**src/rtl/mem_wb_stage_pkg.sv**
```systemverilog
// Shared op codes and stall-vector indices for the MEM/WB stage.
package mem_wb_stage_pkg;

  localparam int ALUOP_W = 8;

  // Op codes as used by the EX/MEM stages of the core.
  localparam logic [ALUOP_W-1:0] EXE_NOP_OP = 8'b0000_0000;
  localparam logic [ALUOP_W-1:0] EXE_LB_OP  = 8'b1110_0000;
  localparam logic [ALUOP_W-1:0] EXE_LBU_OP = 8'b1110_0100;
  localparam logic [ALUOP_W-1:0] EXE_LH_OP  = 8'b1110_0001;
  localparam logic [ALUOP_W-1:0] EXE_LHU_OP = 8'b1110_0101;
  localparam logic [ALUOP_W-1:0] EXE_LW_OP  = 8'b1110_0011;
  localparam logic [ALUOP_W-1:0] EXE_LWL_OP = 8'b1110_0010;
  localparam logic [ALUOP_W-1:0] EXE_LWR_OP = 8'b1110_0110;

  // Stall vector bit positions.
  localparam int STALL_MEM = 4;
  localparam int STALL_WB  = 5;

endpackage

```
**src/rtl/mem_wb_stage_load_align.sv**
```systemverilog
// Combinational load formatter: big-endian lane select, extension and LWL/LWR merge.
module mem_wb_stage_load_align
  import mem_wb_stage_pkg::*;
#(
  parameter int DATA_W = 32
) (
  input  logic [ALUOP_W-1:0] aluop,
  input  logic [1:0]         addr_lo,
  input  logic [DATA_W-1:0]  word,
  input  logic [DATA_W-1:0]  reg2,
  input  logic [DATA_W-1:0]  alu_wdata,
  output logic [DATA_W-1:0]  result
);

  function automatic logic signed [DATA_W-1:0] sext8(input logic signed [7:0] v);
    sext8 = v;
  endfunction

  function automatic logic signed [DATA_W-1:0] sext16(input logic signed [15:0] v);
    sext16 = v;
  endfunction

  logic [4:0]        sh_l;     // 8*n: LWL left shift
  logic [4:0]        sh_r;     // 24-8n: LWR right shift, also byte-lane shift
  logic [DATA_W-1:0] ones;
  logic [DATA_W-1:0] lane;     // addressed byte moved to [7:0]
  logic [15:0]       half;

  assign sh_l = {addr_lo, 3'b000};
  assign sh_r = {~addr_lo, 3'b000};
  assign ones = '1;
  assign lane = word >> sh_r;
  assign half = addr_lo[1] ? word[15:0] : word[31:16];

  // Select the formatted write-back value for the stored op.
  always_comb begin
    result = alu_wdata;
    case (aluop)
      EXE_LB_OP:  result = sext8(lane[7:0]);
      EXE_LBU_OP: result = {{(DATA_W-8){1'b0}}, lane[7:0]};
      EXE_LH_OP:  result = addr_lo[0] ? '0 : sext16(half);
      EXE_LHU_OP: result = addr_lo[0] ? '0 : {{(DATA_W-16){1'b0}}, half};
      EXE_LW_OP:  result = word;
      EXE_LWL_OP: result = (word << sh_l) | (reg2 & ~(ones << sh_l));
      EXE_LWR_OP: result = (reg2 & ~(ones >> sh_r)) | (word >> sh_r);
      default:    result = alu_wdata;
    endcase
  end

endmodule

```
**src/rtl/mem_wb_stage.sv**
```systemverilog
// MEM/WB pipeline register with synchronous-memory load data capture and formatting.
module mem_wb_stage
  import mem_wb_stage_pkg::*;
#(
  parameter int DATA_W  = 32,
  parameter int RADDR_W = 5
) (
  input  logic               clk,
  input  logic               rst,
  input  logic [5:0]         stall,
  input  logic               flush,
  input  logic [RADDR_W-1:0] mem_wd,
  input  logic               mem_wreg,
  input  logic [DATA_W-1:0]  mem_wdata,
  input  logic [ALUOP_W-1:0] mem_aluop,
  input  logic [1:0]         mem_addr_lo,
  input  logic [DATA_W-1:0]  mem_reg2,
  input  logic               mem_whilo,
  input  logic [DATA_W-1:0]  mem_hi,
  input  logic [DATA_W-1:0]  mem_lo,
  input  logic [DATA_W-1:0]  dmem_rdata,
  output logic               wb_we,
  output logic [RADDR_W-1:0] wb_waddr,
  output logic [DATA_W-1:0]  wb_wdata,
  output logic               wb_whilo,
  output logic [DATA_W-1:0]  wb_hi,
  output logic [DATA_W-1:0]  wb_lo
);

  logic [RADDR_W-1:0] wd_p1;
  logic               wreg_p1;
  logic [DATA_W-1:0]  wdata_p1;
  logic [ALUOP_W-1:0] aluop_p1;
  logic [1:0]         addr_lo_p1;
  logic [DATA_W-1:0]  reg2_p1;
  logic               whilo_p1;
  logic [DATA_W-1:0]  hi_p1;
  logic [DATA_W-1:0]  lo_p1;
  logic [DATA_W-1:0]  hold_p1;
  logic               held_p1;

  logic bubble;
  logic capture;
  logic [DATA_W-1:0] load_word;

  // Flush beats everything; a MEM stall with WB free drains the stage.
  assign bubble  = flush | (stall[STALL_MEM] & ~stall[STALL_WB]);
  assign capture = ~bubble & ~stall[STALL_MEM];

  // ---- MEM -> WB stage boundary ----
  // Stage register: bubble, capture or hold.
  always_ff @(posedge clk or posedge rst) begin
    if (rst) begin
      wd_p1      <= '0;
      wreg_p1    <= 1'b0;
      wdata_p1   <= '0;
      aluop_p1   <= EXE_NOP_OP;
      addr_lo_p1 <= '0;
      reg2_p1    <= '0;
      whilo_p1   <= 1'b0;
      hi_p1      <= '0;
      lo_p1      <= '0;
    end else if (bubble) begin
      wd_p1      <= '0;
      wreg_p1    <= 1'b0;
      wdata_p1   <= '0;
      aluop_p1   <= EXE_NOP_OP;
      addr_lo_p1 <= '0;
      reg2_p1    <= '0;
      whilo_p1   <= 1'b0;
      hi_p1      <= '0;
      lo_p1      <= '0;
    end else if (capture) begin
      wd_p1      <= mem_wd;
      wreg_p1    <= mem_wreg;
      wdata_p1   <= mem_wdata;
      aluop_p1   <= mem_aluop;
      addr_lo_p1 <= mem_addr_lo;
      reg2_p1    <= mem_reg2;
      whilo_p1   <= mem_whilo;
      hi_p1      <= mem_hi;
      lo_p1      <= mem_lo;
    end
  end

  // Memory read data is only presented for one cycle; keep it while WB is stalled.
  always_ff @(posedge clk or posedge rst) begin
    if (rst) begin
      hold_p1 <= '0;
      held_p1 <= 1'b0;
    end else if (bubble || capture) begin
      held_p1 <= 1'b0;
    end else if (!held_p1) begin
      hold_p1 <= dmem_rdata;
      held_p1 <= 1'b1;
    end
  end

  assign load_word = held_p1 ? hold_p1 : dmem_rdata;

  mem_wb_stage_load_align #(
    .DATA_W(DATA_W)
  ) u_align (
    .aluop     (aluop_p1),
    .addr_lo   (addr_lo_p1),
    .word      (load_word),
    .reg2      (reg2_p1),
    .alu_wdata (wdata_p1),
    .result    (wb_wdata)
  );

  assign wb_we    = wreg_p1;
  assign wb_waddr = wd_p1;
  assign wb_whilo = whilo_p1;
  assign wb_hi    = hi_p1;
  assign wb_lo    = lo_p1;

endmodule

```
**config.mk**
```make
export PLATFORM = sky130hd
export DESIGN_NAME = mem_wb_stage
export DESIGN_NICKNAME = d
export VERILOG_FILES = /design/src/rtl/mem_wb_stage_pkg.sv /design/src/rtl/mem_wb_stage_load_align.sv /design/src/rtl/mem_wb_stage.sv
export SDC_FILE = /design/constraint.sdc
export NUM_CORES = 1
export LEC_CHECK = 0
export CAP_MARGIN = 30
export CELL_PAD_IN_SITES_DETAIL_PLACEMENT = 1
export CELL_PAD_IN_SITES_GLOBAL_PLACEMENT = 1
export CORE_ASPECT_RATIO = 0.5
export CORE_MARGIN = 2
export CORE_UTILIZATION = 35
export DETAILED_ROUTE_END_ITERATION = 16
export MAX_ROUTING_LAYER = met4
export PLACE_DENSITY_LB_ADDON = 0.1
export SYNTH_ARGS = -nofsm -noshare
export SYNTH_HDL_FRONTEND = slang
export SYNTH_SLANG_ARGS = --single-unit
```
**constraint.sdc**
```tcl
create_clock -name clk -period 8.9 [get_ports clk]
set_input_delay 2.67 -clock clk [delete_from_list [all_inputs] [get_ports clk]]
set_output_delay 2.67 -clock clk [all_outputs]
set_load 0.02 [all_outputs]
```
==> reports/metrics.yaml <==
run_status:
  status: "completed"
worst_setup_path:
  rr_worst_depth: 3
  crit_type: "input pin to primary output"
  path_max_fanout: 7
  cp.arrival_ns: 5.45
  cp-start-kind: "input pin"
  end_kind: "primary output"
  required_ns: 6.23
sta:
  rsz0062_at_grt: "false"
  hold_viol_final: 0
  max_slew.worst_pin.slew_ns: 0.915
  clock_skew_ns: 0.00390
  relSlewSlack: 0.390
  clock.fmax_mhz: 123
  tns_ns: 0
  setup_viol: 0
  fin_crit_ns: 8.12
  maxSlewViolCount: 0
  fin_ws_ns: 0.780
  finalCritPeriodShare: 0.912
layout:
  area_growth_pct: 42.5
  fillerInstances: 2646
  fin_cells: 1427
  fin_nets: 1260
  mostFrequentLayoutCells: "clkdlybuf4s50_1 (284), dfrtp_1 (177), a22o_1 (145), nand2_1 (86), nor2_1 (60)"
  drive_gt1_frac: 0.0764
  layout_commonest_cell: "clkdlybuf4s50_1"
  seq_area_um2: 4460
  multi_input_area_um2: 3910
  fin_util: 0.513
logic_synthesis:
  synthCells: 827
  netlist_area_um2: 8730
  ys_seq_elements: 178
  yosysWarnings: 0
  yosys.area.top_type: "dfrtp_1"
  synthDistinctLibCells: 56
  avgSynthCellArea_um2: 10.6
  yosysTopAreaCellShare: 0.510
  synth_flop_cell: "dfrtp_1"
  ys_top_cells_by_area: "dfrtp_1 (51%), a22o_1 (15%), mux2i_1 (4.6%)"
  seq_area_frac_synth: 0.510
  syn_nets: 1013
  async_reset_ff_frac: 1.00
  synth_edf_count: 0
routing:
  drc: 0
  vias: 8108
  viasPerCell: 5.68
  drtPass1Iterations: 5
  first_iter_violations: 627
  wl_per_cell_um: 24.1
  ant_nets: 0
  wl_um: 34400
global_routing:
  antenna_found_initial: 4
  grt_overflow: 0
  grtUsageTotal: 0.275
  grt_pass1_vias: 8395
  grt_max_degree: 88
  grt_pass1_wl_um: 51500
cts:
  insertion_delay_ns: 0.45
  post_cts_buffers: 0
  cts_hold_buf: 0
  tritoncts: "yes"
  cts_resized: 0
  cts_buffers: 17
  cts_root_buffer: "clkbuf_16"
  cts.sinks: 178
  htreeDepth: 4
  clk_pin_slew_worst_paths_ns: 0.07
  clockBufferDepth: 2
power:
  power_density_nw_per_um2: 164
  pwr-share-comb: 0.183
  switching_share: 0.281
  power_leakage_uw: 0.00519
  power_frac_seq: 0.445
  switching_power_uw: 573
  power.share.clock: 0.372
  internal_power_uw: 1460
  irDropWorstVdd_mv: 0.0951
floorplanning:
  initial_core_util: 0.360
  dieArea_um2: 26300
  die_w_um: 227
  die_h_um: 116
  num_rows: 40
  coreArea_um2: 24200
  ios: 289
place:
  placed_cells: 1390
  gp_congestion: 0.887
  dp_slack_ns: 0.851
  io_buffers: 284
  dp_hpwl_um: 24800
flow_run:
  max_cap_violations: 0
worst_hold_path:
  min_path_cells: 2
  worstHoldPathType: "register to register"
==> worst max-delay path, stage by stage <==
cell	delay (ns)
clkdlybuf4s50_1	0.40
mux2i_1	0.60
a221oi_1	0.31
a221oi_1	0.69
a21oi_1	0.19
clkdlybuf4s50_1	0.58
==> layout make-up <==
| class | count | area share |
|---|---|---|
| Sequential cell | 178 | 0.358 |
| Clock inverter | 10 | 0.0103 |
| Inverter | 8 | 0.00302 |
| Tap cell | 336 | 0.0338 |
| Multi-Input combinational cell | 563 | 0.314 |
| Timing Repair Buffer | 306 | 0.244 |
| Antenna cell | 4 | 0.000805 |
| Clock buffer | 22 | 0.0357 |
==> kinds of logic after synthesis <==
group	after synthesis	synth area share
AO/OA/AOI/OAI	319	0.279
buffers and inverters	86	0.0436
flip-flops	178	0.510
multiplexers	59	0.0743
AND/OR/NAND/NOR	185	0.0928
==> sequential cells by signal (all words and copies together), names as in the netlist <==
register	count
wb_whilo	1
wb_hi	32
wb_we	1
wb_waddr	5
reg2_p1	32
hold_p1	32
held_p1	1
wdata_p1	32
addr_lo_p1	2
aluop_p1	8
wb_lo	32
==> power by group through the flow <==
stage / logic [µW] / registers (µW) / clock network [µW]
3_3_place_gp: 364 / 917 / 0
2_1_floorplan: 165 / 925 / 0
4_1_cts: 373 / 906 / 773
6_report: 372 / 907 / 758
5_1_grt: 400 / 914 / 810
3_5_place_dp: 371 / 921 / 0
==> per-stage QoR <==
stage / total power [µW] / instance area (µm²) / hold slack (ns)
6_report: 2040 / 12400 / 0.484
2_1_floorplan: 1090 / 8730 / 0.440
5_1_grt: 2120 / 12400 / 0.519
3_3_place_gp: 1280 / 11800 / 0.460
4_1_cts: 2050 / 12400 / 0.485
3_5_place_dp: 1290 / 11800 / 0.472
==> per-layer routing <==
layer  GRT usage  up-vias  part of all wire
li1            -     3638                 -
met1       0.366     4136              0.45
met2       0.413      302              0.45
met3      0.0819       32             0.082
met4      0.0697        0             0.015
met5           -        -                 0
==> worst paths after layout <==
check | startpoint | endpoint | slack [ns]
worst min-delay path | hold_p1[11]$_DFFE_PP0P_ | hold_p1[11]$_DFFE_PP0P_ | 0.48
worst max register to register | held_p1$_DFF_PP0_ | hold_p1[3]$_DFFE_PP0P_ | 6.59
max in group asynchronous | rst | reg2_p1[10]$_DFFE_PP0N_ | 4.86
worst min register to register | hold_p1[11]$_DFFE_PP0P_ | hold_p1[11]$_DFFE_PP0P_ | 0.48
worst max-delay path | dmem_rdata[3] | wb_wdata[27] | 0.78
min in group asynchronous | rst | wb_hi[2]$_DFFE_PP0N_ | 2.71
==> synthesized netlist by cell type (4+ instances only) <==
library cell and number:
nand2_1 86, a221oi_1 20, nor3_1 6, nor2_1 62, o22ai_1 14, a22o_1 145, buf_2 26, buf_4 4
nand3_1 4, mux2_2 16, inv_1 6, a41oi_1 4, o2111ai_1 8, dfrtp_1 178, clkbuf_1 43, a31oi_1 18
a22oi_1 8, o211ai_1 7, a222oi_1 5, a211oi_1 7, a21oi_1 29, o21ai_0 44, nor2b_1 4, mux2i_1 40
(Power assumes the default switching activity.)
